**src/rtl/load_store_unit.sv**
```systemverilog
// RV32I load/store unit: sized/sign-extended loads, SB/SH via read-modify-write, SW direct.
// Optional macro LSU_MISALIGN_TRAP_EN turns misaligned halfword/word accesses into error responses.
module load_store_unit #(
    parameter int ADDR_W = 9
) (
    input  logic              clk,
    input  logic              rst,
    input  logic              req_valid,
    output logic              req_ready,
    input  logic              is_store,
    input  logic [2:0]        funct3,
    input  logic [31:0]       addr,
    input  logic [31:0]       wdata,
    output logic              resp_valid,
    output logic              resp_err,
    output logic [31:0]       rdata,
    output logic              mem_read,
    output logic              mem_write,
    output logic [ADDR_W-1:0] mem_addr,
    output logic [31:0]       mem_wdata,
    input  logic [31:0]       mem_rdata,
    output logic [1:0]        dbg_state
);

    // Handshake: a request transfers on a rising edge where req_valid && req_ready;
    // resp_valid is a single-cycle pulse with rdata/resp_err held until the next pulse.
    typedef enum logic [1:0] {
        IDLE = 2'd0,
        RD   = 2'd1,
        WR   = 2'd2,
        RESP = 2'd3
    } state_t;

    state_t            state_q, state_d;
    logic [ADDR_W-1:0] addr_q, addr_d;
    logic [2:0]        funct3_q, funct3_d;
    logic              is_store_q, is_store_d;
    logic [31:0]       wdata_q, wdata_d;
    logic [31:0]       word_q, word_d;
    logic [31:0]       rdata_q, rdata_d;
    logic              err_q, err_d;

    logic              req_legal;
    logic              req_misal;
    logic              req_ok;
    logic [ADDR_W-1:0] req_addr;

    logic unused_addr_bits;
    assign unused_addr_bits = ^addr[31:ADDR_W];

    function automatic logic [31:0] extract(input logic [31:0] w, input logic [1:0] off,
                                            input logic [2:0] f3);
        logic [7:0]  b;
        logic [15:0] h;
        logic [31:0] r;
        b = w[{off, 3'b000} +: 8];
        h = off[1] ? w[31:16] : w[15:0];
        case (f3)
            3'b000:  r = {{24{b[7]}}, b};
            3'b001:  r = {{16{h[15]}}, h};
            3'b100:  r = {24'd0, b};
            3'b101:  r = {16'd0, h};
            default: r = w;
        endcase
        return r;
    endfunction

    function automatic logic [31:0] merge(input logic [31:0] w, input logic [1:0] off,
                                          input logic [2:0] f3, input logic [31:0] d);
        logic [31:0] r;
        r = w;
        if (f3[1:0] == 2'b00) begin
            r[{off, 3'b000} +: 8] = d[7:0];
        end else if (f3[1:0] == 2'b01) begin
            r[{off[1], 4'b0000} +: 16] = d[15:0];
        end else begin
            r = d;
        end
        return r;
    endfunction

    always_comb begin
        req_legal = 1'b0;
        req_misal = 1'b0;
        req_addr  = addr[ADDR_W-1:0];
        case (funct3)
            3'b000, 3'b001, 3'b010: req_legal = 1'b1;
            3'b100, 3'b101:         req_legal = !is_store;
            default:                req_legal = 1'b0;
        endcase
        // Misaligned low bits are dropped so a non-trapping build accesses the aligned container.
        if (funct3[1:0] == 2'b01) begin
            req_misal   = addr[0];
            req_addr[0] = 1'b0;
        end else if (funct3[1:0] == 2'b10) begin
            req_misal     = |addr[1:0];
            req_addr[1:0] = 2'b00;
        end
`ifdef LSU_MISALIGN_TRAP_EN
        req_ok = req_legal && !req_misal;
`else
        req_ok = req_legal;
`endif
    end

    always_comb begin
        state_d    = state_q;
        addr_d     = addr_q;
        funct3_d   = funct3_q;
        is_store_d = is_store_q;
        wdata_d    = wdata_q;
        word_d     = word_q;
        rdata_d    = rdata_q;
        err_d      = err_q;
        case (state_q)
            IDLE: begin
                if (req_valid) begin
                    addr_d     = req_addr;
                    funct3_d   = funct3;
                    is_store_d = is_store;
                    wdata_d    = wdata;
                    if (!req_ok) begin
                        state_d = RESP;
                        err_d   = 1'b1;
                        rdata_d = 32'd0;
                    end else if (is_store && funct3[1:0] == 2'b10) begin
                        state_d = WR;
                    end else begin
                        state_d = RD;
                    end
                end
            end
            RD: begin
                word_d = mem_rdata;
                if (is_store_q) begin
                    state_d = WR;
                end else begin
                    rdata_d = extract(mem_rdata, addr_q[1:0], funct3_q);
                    err_d   = 1'b0;
                    state_d = RESP;
                end
            end
            WR: begin
                rdata_d = 32'd0;
                err_d   = 1'b0;
                state_d = RESP;
            end
            default: state_d = IDLE;
        endcase
    end

    always_ff @(posedge clk or posedge rst) begin
        if (rst) begin
            state_q    <= IDLE;
            addr_q     <= '0;
            funct3_q   <= 3'd0;
            is_store_q <= 1'b0;
            wdata_q    <= 32'd0;
            word_q     <= 32'd0;
            rdata_q    <= 32'd0;
            err_q      <= 1'b0;
        end else begin
            state_q    <= state_d;
            addr_q     <= addr_d;
            funct3_q   <= funct3_d;
            is_store_q <= is_store_d;
            wdata_q    <= wdata_d;
            word_q     <= word_d;
            rdata_q    <= rdata_d;
            err_q      <= err_d;
        end
    end

    // Memory strobes come from the state register alone, so they cannot glitch with inputs.
    always_comb begin
        mem_read  = (state_q == RD);
        mem_write = (state_q == WR);
        mem_addr  = '0;
        mem_wdata = 32'd0;
        if (state_q == RD || state_q == WR) begin
            mem_addr = {addr_q[ADDR_W-1:2], 2'b00};
        end
        if (state_q == WR) begin
            mem_wdata = merge(word_q, addr_q[1:0], funct3_q, wdata_q);
        end
    end

    assign req_ready  = (state_q == IDLE);
    assign resp_valid = (state_q == RESP);
    assign resp_err   = err_q;
    assign rdata      = rdata_q;
    assign dbg_state  = state_q;

endmodule
```
**config.mk**
```make
export PLATFORM = sky130hd
export DESIGN_NAME = load_store_unit
export DESIGN_NICKNAME = d
export VERILOG_FILES = /design/src/rtl/load_store_unit.sv
export SDC_FILE = /design/constraint.sdc
export NUM_CORES = 1
export LEC_CHECK = 0
export BUFFER_PORTS_ARGS = -buffer_cell sky130_fd_sc_hd__buf_2
export CORE_UTILIZATION = 45
export DETAILED_ROUTE_END_ITERATION = 7
export GPL_TIMING_DRIVEN = 0
export PLACE_DENSITY = 0.71
export SYNTH_ARGS = -nofsm -noshare
export SYNTH_HDL_FRONTEND = slang
export SYNTH_SLANG_ARGS = --single-unit
```
**constraint.sdc**
```tcl
create_clock -name clk -period 7.24 [get_ports clk]
set_input_delay 0.724 -clock clk [delete_from_list [all_inputs] [get_ports clk]]
set_output_delay 0.724 -clock clk [all_outputs]
set_load 0.03 [all_outputs]
```
==> qor_table.md <==
| Stage | Result | Value |
|---|---|---|
| yosys | Dominant cell type by area after synthesis | sky130_fd_sc_hd__dfrtp_1 |
| timing | RSZ-0062 raised after global routing | no |
| clocking | H-tree depth | 3 |
| critical path | Capturing element type of the critical path | primary output |
| yosys | Commonest cells in the netlist | sky130_fd_sc_hd__dfrtp_1, sky130_fd_sc_hd__mux2_2, sky130_fd_sc_hd__nor2_1 |
| critical path | Kind of start point of the critical path | flop |
| finish | Number of diodes | 0 |
| yosys | YS warnings | 0 |
| floorplan | Starting utilization of the core area | 46.8% |
| clocking | Max clock buf depth | 2 |
| clocking | Num CTS Buffers | 9 |
| critical path | Most common cell type on the critical path | sky130_fd_sc_hd__buf_2 |
| timing | Final min period | 3.73 ns |
| finish | Total number of nets in the final design | 789 |
| route | Via total after detailed routing | 5,056 |
| grt | Antenna violations before repair | 0 |
| yosys | Mapped Area | 0.00601 sq mm |
| critical path | Data required time at the worst endpoint | 6.52 ns |
| finish | Post-route cell area | 0.00734 sq mm |
| timing | Final-report setup violation count | 0 |
| yosys | Number of distinct standard cells referenced by the synthesized netlist | 54 |
| timing | Worst-Margin Slew | 0.789 ns |
| grt | First-pass GRT wire length | 27.6 mm |
| grt | Via count of the first global-routing pass | 5,011 |
| critical path | Worst-path maximum fanout | 10 |
| yosys | Count of flip-flops with a built-in enable after synthesis | 0 |
| yosys | Most used standard cell by instance count after synthesis | sky130_fd_sc_hd__dfrtp_1 |
| clocking | Clock Pin Slew Worst Setup and Hold Paths | 0.07 ns |
| timing | Part of the cycle the worst path needs | 51.5% |
| power and ir drop | Reported leakage power | 3.35 nW |
| grt | Total gr overflow | 0 |
| status | Run status | finished clean |
| place | Port-buffer cells | 157 |
| yosys | Most frequently used flop master after synthesis | sky130_fd_sc_hd__dfrtp_1 |
| timing | Number of slew-limit violations in the final report | 0 |
| floorplan | Row count | 41 |
| timing | Highest clock frequency the design can meet | 0.268 GHz |
| place | Hpwl dp | 13.8 mm |
| floorplan | Placeable core region | 0.0128 sq mm |
| floorplan | Overall die height | 118 um |
| clocking | CTS tree | yes |
| power and ir drop | IR drop worst, VDD | 0.000329 V |
| critical path | Worst Path Buf+Inv | 3 |
| critical path | Start point of the critical path | addr_q[1] |
| grt | Gr usage total | 26.2% |
| clocking | Buffer count from post-CTS setup fixing | 0 |
| finish | Share of final-layout standard cells stronger than drive strength 1 | 45.5% |
| critical path | Critical path arrival | 3.00 ns |
| floorplan | Full die area | 0.0138 sq mm |
| route | Final ANT Viol Nets | 0 |
| critical path | Type of the worst setup path | flop to primary output |
| run | Maximum capacitance violations | 0 |
| critical path | Cell family with most CP delay | simple AND/OR/NAND/NOR gates |
| clocking | Root buf cell | sky130_fd_sc_hd__clkbuf_16 |
| finish | Area Growth Syn to Fin | 22.2% |
| timing | Final setup skew | 0.00768 ns |
| yosys | Fraction of registers with async set or reset after synthesis | 100% |
| timing | Final-layout worst hold slack | 0.452 ns |
| route | Post-detailed-routing wire length | 17.8 mm |
| timing | Relative slew slack | 47.3% |
| route | Number of DRC markers in iteration 0 | 431 |
| yosys | Number of synthesized register bits | 112 |
| yosys | Fraction of the yosys area taken by sequential cells | 46.7% |
| floorplan | Die Width | 118 um |
| clocking | Count of hold buffers inserted by post-cts repair | 0 |
| critical path | Max incr delay on CP | 0.68 ns |
| yosys | Leading cell types by total area after synthesis | sky130_fd_sc_hd__dfrtp_1, sky130_fd_sc_hd__mux2_2, sky130_fd_sc_hd__a221oi_1, sky130_fd_sc_hd__mux2i_1, sky130_fd_sc_hd__o2bb2ai_2 |
| critical path | Slowest cell on crit path | sky130_fd_sc_hd__nor4b_2 |
| route | Routed len/inst | 20.8 um |
| route | Drc violations | 0 |
| timing | Number of hold violations in the final report | 0 |
| critical path | FF-to-FF Start | dbg_state[0] |
| place | Routability Congestion | 0.915 |
| power and ir drop | Power density normalized to cell area | 541 mW/mm^2 |
| grt | Largest net degree at the start of global routing | 64 |
| clocking | Post-cts resize count | 0 |
| yosys | Area fraction of the dominant cell type after synthesis | 46.7% |
| timing | Total negative slack for setup checks | 0 ns |
| clocking | TritonCTS sink count | 112 |
| route | Number of detailed-route iterations in the first pass | 6 |
| finish | Post-route core utilization | 57.2% |
| place | Placed Area | 0.00704 sq mm |
| floorplan | Number of placed I/O pins | 183 |
| yosys | Mean cell area of the mapped netlist | 11.8 sq um |
| yosys | Synthesized instance count | 507 |
| clocking | Clock insertion delay at the later pin of the skew report | 0.36 ns |
| critical path | Critical-path cell list | buf_2 -> inv_2 -> ha_1 -> nor4b_2 -> a221oi_1 -> nor3_1 -> buf_2 |
| hold path | Hold Path Class | input pin to asynchronous set/reset pin |
| route | Routed via count divided by cell count | 5.93 |
## cell type report
| type | instances | area (sq um) |
|---|---|---|
| Fill cell | 1149 | 5490 |
| Clock inverter | 5 | 57.6 |
| Tap cell | 172 | 215 |
| Timing Repair Buffer | 158 | 813 |
| Inverter | 14 | 55.1 |
| Clock buffer | 10 | 239 |
| Sequential cell | 112 | 2800 |
| Multi-Input combinational cell | 345 | 2970 |
| Buffer | 37 | 186 |
## flip-flops by register name, indices dropped and copies added, names as in the netlist
name        flops
resp_err        1
rdata          32
dbg_state       2
funct3_q        3
wdata_q        32
addr_q          9
is_store_q      1
word_q         32
## path summary, 6_finish.rpt
kind | slack [ns] | cells after the start | to
max in group asynchronous | 6.06 | 3 | wdata_q[29]
hold / removal | 0.45 | 2 | resp_err
min in group clk | 0.49 | 1 | rdata[28]
setup / recovery | 3.51 | 7 | mem_wdata[20]
hold reg to reg | 0.49 | 1 | rdata[28]
setup reg to reg | 5.04 | 8 | rdata[12]
## per-stage QoR
| stage | total power [mW] | setup WS [ns] | cells |
|---|---|---|---|
| 2_1_floorplan | 2.80 | 3.56 | 508 |
| 3_3_place_gp | 3.39 | 2.42 | 837 |
| 3_5_place_dp | 3.46 | 3.92 | 838 |
| 4_1_cts | 3.97 | 3.53 | 853 |
| 5_1_grt | 4.19 | 3.36 | 853 |
| 6_report | 3.97 | 3.51 | 853 |
## kinds of logic after synthesis
group	synth area share, %
AND/OR/NAND/NOR	8.75
flip-flops	46.7
adder cells (fa/ha/maj)	1.88
multiplexers	20.1
other	0.0624
buffers and inverters	3.98
AO/OA/AOI/OAI	18.5
## per-layer routing
metal | GRT usage [%] | vias up | part of all wire (%)
li1 | - | 2279 | -
met1 | 35.2 | 2521 | 43
met2 | 42.0 | 233 | 48
met3 | 6.73 | 23 | 6.8
met4 | 7.45 | 0 | 2.4
met5 | 0 | - | 0
## report_power, final
group | switching, mW | leakage, nW | internal [mW]
registers | 0.296 | 1.38 | 0.932
clock network | 0.228 | 0.148 | 0.276
logic | 1.37 | 1.82 | 0.870
## placed cells by master (no fill, tap or decap), drive strengths merged, types with 13 or more instances in the layout
master	netlist	final
a221oi	24	24
mux2	91	91
inv	14	14
o22ai	16	16
nor3	18	18
mux2i	18	18
o211ai	14	14
o2bb2ai	23	23
dfrtp	112	112
nor2	28	28
clkbuf	11	21
buf	26	184
nand2	13	13
(Power assumes the default switching activity.)
